### src/rtl/program_memory_loadable.sv
// Loadable instruction RAM: a byte-serial boot loader fills the image, then the
// fetch port serves relocated, range-checked words with one-cycle latency.
module program_memory_loadable #(
  parameter int unsigned MEMORY_DEPTH = 64,
  parameter int unsigned DATA_WIDTH   = 32,
  parameter logic [31:0] BASE_ADDRESS = 32'h0040_0000,
  parameter logic [31:0] NOP_WORD     = 32'h0000_0013,
  localparam int unsigned BPW = DATA_WIDTH / 8,
  localparam int unsigned AW  = $clog2(MEMORY_DEPTH),
  localparam int unsigned LW  = $clog2(BPW)
) (
  input  logic                  clk,
  input  logic                  reset,
  input  logic                  Load_Start_i,
  input  logic                  Byte_Valid_i,
  input  logic [7:0]            Byte_i,
  input  logic                  Byte_Last_i,
  output logic                  Byte_Ready_o,
  output logic                  Load_Done_o,
  output logic [AW:0]           Words_Loaded_o,
  output logic                  Run_o,
  input  logic                  Fetch_Req_i,
  input  logic [31:0]           Address_i,
  output logic [DATA_WIDTH-1:0] Instruction_o,
  output logic                  Instr_Valid_o,
  output logic                  Fetch_Error_o
);

  typedef enum logic [1:0] {
    ST_EMPTY   = 2'd0,
    ST_LOADING = 2'd1,
    ST_RUN     = 2'd2
  } state_t;

  localparam logic [DATA_WIDTH-1:0] NOP_L     = DATA_WIDTH'(NOP_WORD);
  localparam logic [LW-1:0]         LANE_MAX  = LW'(BPW - 1);
  localparam logic [AW:0]           PTR_LAST  = (AW + 1)'(MEMORY_DEPTH - 1);

  state_t                  state_r;
  state_t                  state_nx_s;
  logic [AW:0]             wr_ptr_r;
  logic [LW-1:0]           lane_r;
  logic [DATA_WIDTH-1:0]   asm_r;
  logic [AW:0]             words_loaded_r;
  logic                    ready_r;
  logic                    run_r;
  logic                    load_done_r;
  logic [DATA_WIDTH-1:0]   instr_r;
  logic                    valid_r;
  logic                    err_r;
  logic [DATA_WIDTH-1:0]   ram_r [MEMORY_DEPTH];

  logic                    accept_s;
  logic                    wr_en_s;
  logic                    finish_s;
  logic                    fetch_s;
  logic [DATA_WIDTH-1:0]   word_s;
  logic [31:0]             offset_s;
  logic [31:0]             index_s;
  logic                    fetch_err_s;

  // State register.
  always_ff @(posedge clk or negedge reset) begin
    if (!reset) begin
      state_r <= ST_EMPTY;
    end else begin
      state_r <= state_nx_s;
    end
  end

  // Next-state decode; a load start always wins over byte or fetch traffic.
  always_comb begin
    state_nx_s = state_r;
    case (state_r)
      ST_EMPTY: begin
        if (Load_Start_i) state_nx_s = ST_LOADING;
        else              state_nx_s = ST_EMPTY;
      end
      ST_LOADING: begin
        if (Load_Start_i)  state_nx_s = ST_LOADING;
        else if (finish_s) state_nx_s = ST_RUN;
        else               state_nx_s = ST_LOADING;
      end
      ST_RUN: begin
        if (Load_Start_i) state_nx_s = ST_LOADING;
        else              state_nx_s = ST_RUN;
      end
      default: state_nx_s = ST_EMPTY;
    endcase
  end

  // Per-state control strobes for the loader and fetch datapaths.
  always_comb begin
    accept_s = 1'b0;
    wr_en_s  = 1'b0;
    finish_s = 1'b0;
    fetch_s  = 1'b0;
    case (state_r)
      ST_LOADING: begin
        accept_s = Byte_Valid_i & ~Load_Start_i;
        wr_en_s  = accept_s & (Byte_Last_i | (lane_r == LANE_MAX));
        finish_s = accept_s & (Byte_Last_i | (wr_en_s & (wr_ptr_r == PTR_LAST)));
      end
      ST_RUN: begin
        fetch_s = Fetch_Req_i & ~Load_Start_i;
      end
      default: begin
        accept_s = 1'b0;
      end
    endcase
  end

  // Merge the incoming byte into its little-endian lane; lanes not yet filled stay zero.
  always_comb begin
    word_s = asm_r;
    word_s[{lane_r, 3'b000} +: 8] = Byte_i;
  end

  // Relocate and range-check the fetch address against the loaded image.
  always_comb begin
    offset_s    = Address_i - BASE_ADDRESS;
    index_s     = offset_s >> LW;
    fetch_err_s = (Address_i < BASE_ADDRESS)
                | (offset_s[LW-1:0] != {LW{1'b0}})
                | (index_s >= {{(31 - AW){1'b0}}, words_loaded_r});
  end

  // Loader write pointer, lane counter, assembly register and image size.
  always_ff @(posedge clk or negedge reset) begin
    if (!reset) begin
      wr_ptr_r       <= {(AW + 1){1'b0}};
      lane_r         <= {LW{1'b0}};
      asm_r          <= {DATA_WIDTH{1'b0}};
      words_loaded_r <= {(AW + 1){1'b0}};
    end else if (Load_Start_i) begin
      wr_ptr_r       <= {(AW + 1){1'b0}};
      lane_r         <= {LW{1'b0}};
      asm_r          <= {DATA_WIDTH{1'b0}};
      words_loaded_r <= {(AW + 1){1'b0}};
    end else if (wr_en_s) begin
      wr_ptr_r       <= wr_ptr_r + (AW + 1)'(1);
      lane_r         <= {LW{1'b0}};
      asm_r          <= {DATA_WIDTH{1'b0}};
      words_loaded_r <= wr_ptr_r + (AW + 1)'(1);
    end else if (accept_s) begin
      lane_r <= lane_r + LW'(1);
      asm_r  <= word_s;
    end else begin
      lane_r <= lane_r;
    end
  end

  // Instruction RAM write port; contents survive reset.
  always_ff @(posedge clk) begin
    if (wr_en_s) begin
      ram_r[wr_ptr_r[AW-1:0]] <= word_s;
    end
  end

  // Registered status outputs follow the next state so they line up with it.
  always_ff @(posedge clk or negedge reset) begin
    if (!reset) begin
      ready_r     <= 1'b0;
      run_r       <= 1'b0;
      load_done_r <= 1'b0;
    end else begin
      ready_r     <= (state_nx_s == ST_LOADING);
      run_r       <= (state_nx_s == ST_RUN);
      load_done_r <= finish_s;
    end
  end

  // Fetch response register: data holds between responses, error only with valid.
  always_ff @(posedge clk or negedge reset) begin
    if (!reset) begin
      instr_r <= NOP_L;
      valid_r <= 1'b0;
      err_r   <= 1'b0;
    end else begin
      valid_r <= fetch_s;
      err_r   <= fetch_s & fetch_err_s;
      if (fetch_s) begin
        instr_r <= fetch_err_s ? NOP_L : ram_r[index_s[AW-1:0]];
      end
    end
  end

  assign Byte_Ready_o   = ready_r;
  assign Load_Done_o    = load_done_r;
  assign Words_Loaded_o = words_loaded_r;
  assign Run_o          = run_r;
  assign Instruction_o  = instr_r;
  assign Instr_Valid_o  = valid_r;
  assign Fetch_Error_o  = err_r;

endmodule
### config.mk
export PLATFORM = sky130hd
export DESIGN_NAME = program_memory_loadable
export DESIGN_NICKNAME = d
export VERILOG_FILES = /design/src/rtl/program_memory_loadable.sv
export SDC_FILE = /design/constraint.sdc
export NUM_CORES = 2
export LEC_CHECK = 0
export CORE_AREA = 8 8 390 392
export CTS_CLUSTER_DIAMETER = 100
export DETAILED_ROUTE_END_ITERATION = 12
export DIE_AREA = 0 0 398 400
export DONT_BUFFER_PORTS = 1
export PLACE_DENSITY = 0.72
export SLEW_MARGIN = 25
export SYNTH_ARGS = -nofsm -noshare
export SYNTH_HDL_FRONTEND = slang
export SYNTH_SLANG_ARGS = --single-unit
### constraint.sdc
create_clock -name clk -period 10.75 [get_ports clk]
set_clock_uncertainty 0.05 [all_clocks]
set_input_delay 2.15 -clock clk [delete_from_list [all_inputs] [get_ports clk]]
set_output_delay 2.15 -clock clk [all_outputs]
set_load 0.005 [all_outputs]
# Word level (Yosys, flattened, before mapping)
# Memories as Yosys holds them, arrays and structs flattened.
# Cells that the tools add are included.
[classes]
add_sub_neg = 4
n_lt_le_gt_ge = 2
eq_ne = 6
n_shift = 2
n_mux = 21
n_bitwise = 11
n_reduce_logical = 4
[ops]
columns = ["cell", "count"]
rows = [
  ["$mux 32", 4],
  ["$bwmux 32", 1],
  ["$lt 32x23->1 const B", 1],
  ["$shift 8x7->32 const A", 1],
  ["$shiftx 8x7->32", 1],
  ["$sub 32x23->32 const B", 1],
  ["$ge 30x7->1", 1],
  ["$mux 7", 2],
  ["$mux 2", 6],
  ["$add 7x1->7 const B", 1],
  ["$eq 7x6->1 const B", 1],
  ["$mux 1", 7],
  ["$neg 5->7", 1],
  ["$and 1x1->1", 6],
  ["$eq 2x2->1 const B", 3],
  ["$pmux 2 s3", 1],
  ["$eq 2x1->1 const B", 2],
  ["$or 1x1->1", 4],
  ["$reduce_bool 2->1", 2],
  ["$reduce_bool 3->1", 1],
  ["$add 2x1->2 const B", 1],
  ["$logic_not 2->1", 1],
  ["$not 1->1", 1],
]
[totals]
ff_bits = 80
ramBits = 2048
out_inout_bits = 44
elab_cells = 61
memories = 1
[mem_list]
columns = ["memory", "depth", "width", "rd", "rd_clocked_by_memory_dff", "wr", "line_no", "source"]
rows = [
  ["ram_r", 64, 32, 1, 0, 1, "51", "logic [DATA_WIDTH-1:0] ram_r [MEMORY_DEPTH];"],
]

# Longest topological paths before layout
[depth]
depth_word = 11
depth_mapped = 14

# Least setup slack after synthesis
# Ideal clock, no wire load.
[synth_timing]
path_type = "in2reg"
startpoint = "in Byte_Valid_i"
endpoint = "mem ram_r[22][0], enable pin"
setup_time_ns = 0.421
arrival_time_ns = 4.499
path_slack_ns = 5.779
cell_stages = 4
path_buffers = 0
path_cell_list = "nand3b_1 > nor4_1 > nand3_1 > nor2_1"
[synth_between]
elab_chain_cells = 5
[synth_lines]
columns = ["element", "line_no", "source"]
rows = [
  ["from (decl)", "15", "input logic Byte_Valid_i,"],
  ["$and 1x1->1", "100", "accept_s = Byte_Valid_i & ~Load_Start_i;"],
  ["$and 1x1->1", "101", "wr_en_s = accept_s & (Byte_Last_i | (lane_r == LANE_MAX));"],
  ["$mux 1", "98", "case (state_r)"],
  ["$mux 1", "155", "if (wr_en_s) begin"],
  ["$mux 1 (not written as such)", "156", "ram_r[wr_ptr_r[AW-1:0]] <= word_s;"],
  ["to (decl)", "51", ""],
]
# Every way passes these cells.

# Final worst setup path
[layout_timing]
startpoint = "in Byte_Valid_i"
endpoint = "mem ram_r[46][17], enable pin"
# Same word-level chain as after synthesis.

==> qor.txt <==
H-tree depth -> 4
hold path start -> asm_r[14]
top-level port count -> 90
Buf/Inv on CP -> 1
post-place setup slack -> 4.751 ns
Row Count -> 141
area grow syn2layout -> 11.34%
R2R setup slack -> 6.00 ns
Setup-failing EPs final -> 0
max-slew violations -> 0
starting density of the core -> 56.50%
CP Capture Type -> flip-flop
HP Class -> reg2reg
Net count, final -> 4141
hold path cells -> 1
CP max FO -> 19
Detailed Route WL -> 226700 um
worst setup margin -> 5.418 ns
yosys warns -> 0
CP required -> 11.16 ns
main flop type after synthesis -> edfxtp_1
Synth Area in Adders -> 0.2120%
cells along the critical path -> nand3b_1, nor4_1, nand3_1, nor2_4, buf_4
Sum Neg Setup Slack -> 0 ns
Worst-Margin Slew -> 1.289 ns
Via Count -> 43.11k
Synth top area share -> 74.42%
clock sinks -> 2128
total power draw -> 16.73 mW
WS Path Type -> in2reg
Core ar. -> 146300 um2
Leakage -> 27.82 nW
Worst path max stage delay -> 0.95 ns
XOR/XNOR share of the synthesized area -> 0.08479%
number of routed nets with antenna violations -> 0
most common cell in the netlist -> edfxtp_1
design area -> 92010 um2
fraction of registers with async set or reset after synthesis -> 3.759%
post-placement cell area -> 85410 um2
grt ovf -> 0
Hold-fix buffers, CTS -> 0
fmax -> 187.5 MHz
Final Util -> 62.91%
Clock Latency Late Sink -> 0.84 ns
Power Dens Cells -> 181.8 nW/um2
period utilization -> 49.60%
sequential share of the synthesized area -> 76.85%
CTS tree -> yes
area share of and/or/nand/nor cells after synthesis -> 2.469%
Critical Path AT -> 5.74 ns
number of flops mapped to enable cells by yosys -> 2048
Die H -> 400 um
RSZ-0062 raised after global routing -> false
DRC Markers -> 0
post-layout min period -> 5.332 ns
area leader, netlist -> edfxtp_1
worst r2r src -> lane_r[0]
DRT iter0 DRCs -> 6848
WL per Instance -> 36.63 um
synthesized area -> 82640 um2
post-CTS sizing -> 0
gp weighted congestion -> 0.8362
Cells after Synth -> 3973
max cap viols -> 0
initial antenna violation count -> 5
first-pass GRT wire length -> 317700 um
Die Wd -> 398 um
Via density -> 6.968
largest delay contributor family on the critical path -> simple AND/OR/NAND/NOR gates
Non-Filler Instances -> 6187
largest net degree at the start of global routing -> 547
Compound-Gate Fraction of Synth Area -> 4.033%
Detail Placement HPWL -> 124500 um
Total GRT Usage -> 28.35%
worst hold endpoint -> asm_r[14]
Reg clk slew, reported paths -> 0.06 ns
worst vdd ir -> 172.6 uV
DIE AREA -> 159200 um2
Synth cell types -> 74
Synth area leaders -> edfxtp_1 (74%), mux4_2 (11%), mux2i_1 (2.8%), dfrtp_1 (2.3%), a22oi_1 (1.3%)
r2r worst-path depth -> 7
max_slew headroom -> 14.04%
outcome -> finished, final reports clean
Post-Syn Nets -> 4033
DRT Pass-1 Iters -> 6
top cells by count, synth -> edfxtp_1 (2048), mux4_2 (388), mux2i_1 (231)
CP Launch Type -> primary input
vias in the first global route -> 42.14k
placed cell count -> 5801
critical path's slowest cell -> nand3_1
fillers -> 9607
#FFs+latches synth -> 2128
share of post-route cells with drive strength above 1 -> 22.14%
Port Buffers -> 0
CTS root buf -> clkbuf_16
r2r endpoint -> ram_r[46][17]
mux contribution to synthesized area -> 14.46%
CTS buffer count -> 200
Hold Slack -> 0.4382 ns
postcts setup bufs -> 0
syn_area_per_cell -> 20.80 um2
main combinational cell family by area after synthesis -> multiplexers
Hold Vio Cnt, Final -> 0
clock buffer depth -> 3
==> per-layer routing <==
layer	share of wire, %	GRT usage, %	vias to the layer above
met5	0	0	-
met4	4.2	10.80	0
met3	14	8.138	479
met2	46	42.68	3211
met1	37	39.89	22590
li1	-	-	16830
==> layout make-up <==
| cell class | instances | area (um2) | area share [%] |
|---|---|---|---|
| diodes | 3 | 7.507 | 0.008159 |
| clock buffers | 276 | 5472 | 5.947 |
| clock inverters | 99 | 875.8 | 0.9519 |
| inverters | 49 | 183.9 | 0.1999 |
| multi-input cells | 1580 | 18470 | 20.08 |
| flip-flops and latches | 2128 | 63500 | 69.02 |
| well taps | 1930 | 2415 | 2.625 |
| repair buffers | 122 | 1076 | 1.170 |
==> cell families (layout without fill, tap and decap cells) <==
group	count (synthesis)	after routing
flip-flops	2128	2128
multiplexers	663	663
AO/OA/AOI/OAI	468	468
AND/OR/NAND/NOR	427	427
buffers and inverters	265	546
adder cells (fa/ha/maj)	14	14
XOR/XNOR	8	8
other	0	3
==> worst max path at each step <==
| stage | start | end | cells past startpoint |
|---|---|---|---|
| after floorplan | Byte_Valid_i | ram_r[22][0] | 4 |
| after global placement | Byte_Valid_i | ram_r[46][17] | 5 |
| after detailed placement | Byte_Valid_i | ram_r[46][21] | 5 |
| after CTS | Byte_Valid_i | ram_r[46][20] | 5 |
| after global routing | Byte_Valid_i | ram_r[46][17] | 5 |
| final | Byte_Valid_i | ram_r[46][17] | 5 |
==> cell usage in the layout (no fill, tap or decap), types with 58 or more instances in the layout <==
cell type	count
mux4_2	388
clkbuf_1	59
a21oi_1	58
nor2_1	59
clkbuf_16	201
edfxtp_1	2048
a22oi_1	139
buf_4	114
dfrtp_1	77
mux2i_1	231
nand2_1	118
nor2_4	64
==> state kept, by name (all words and copies together), names as in the netlist, 2 cells and up <==
| signal | cells |
|---|---|
| state_r | 2 |
| Instruction_o | 32 |
| ram_r | 2048 |
| Words_Loaded_o | 7 |
| lane_r | 2 |
| asm_r | 32 |
==> power by group <==
group,leakage (nW),internal (mW),total [mW],switching (mW)
Sequential,18.4,9.13,9.14,0.00775
Combinational,6.30,0.229,0.716,0.487
Clock,3.12,3.84,6.87,3.04
Note: power is estimated with default switching activity, not from simulation.
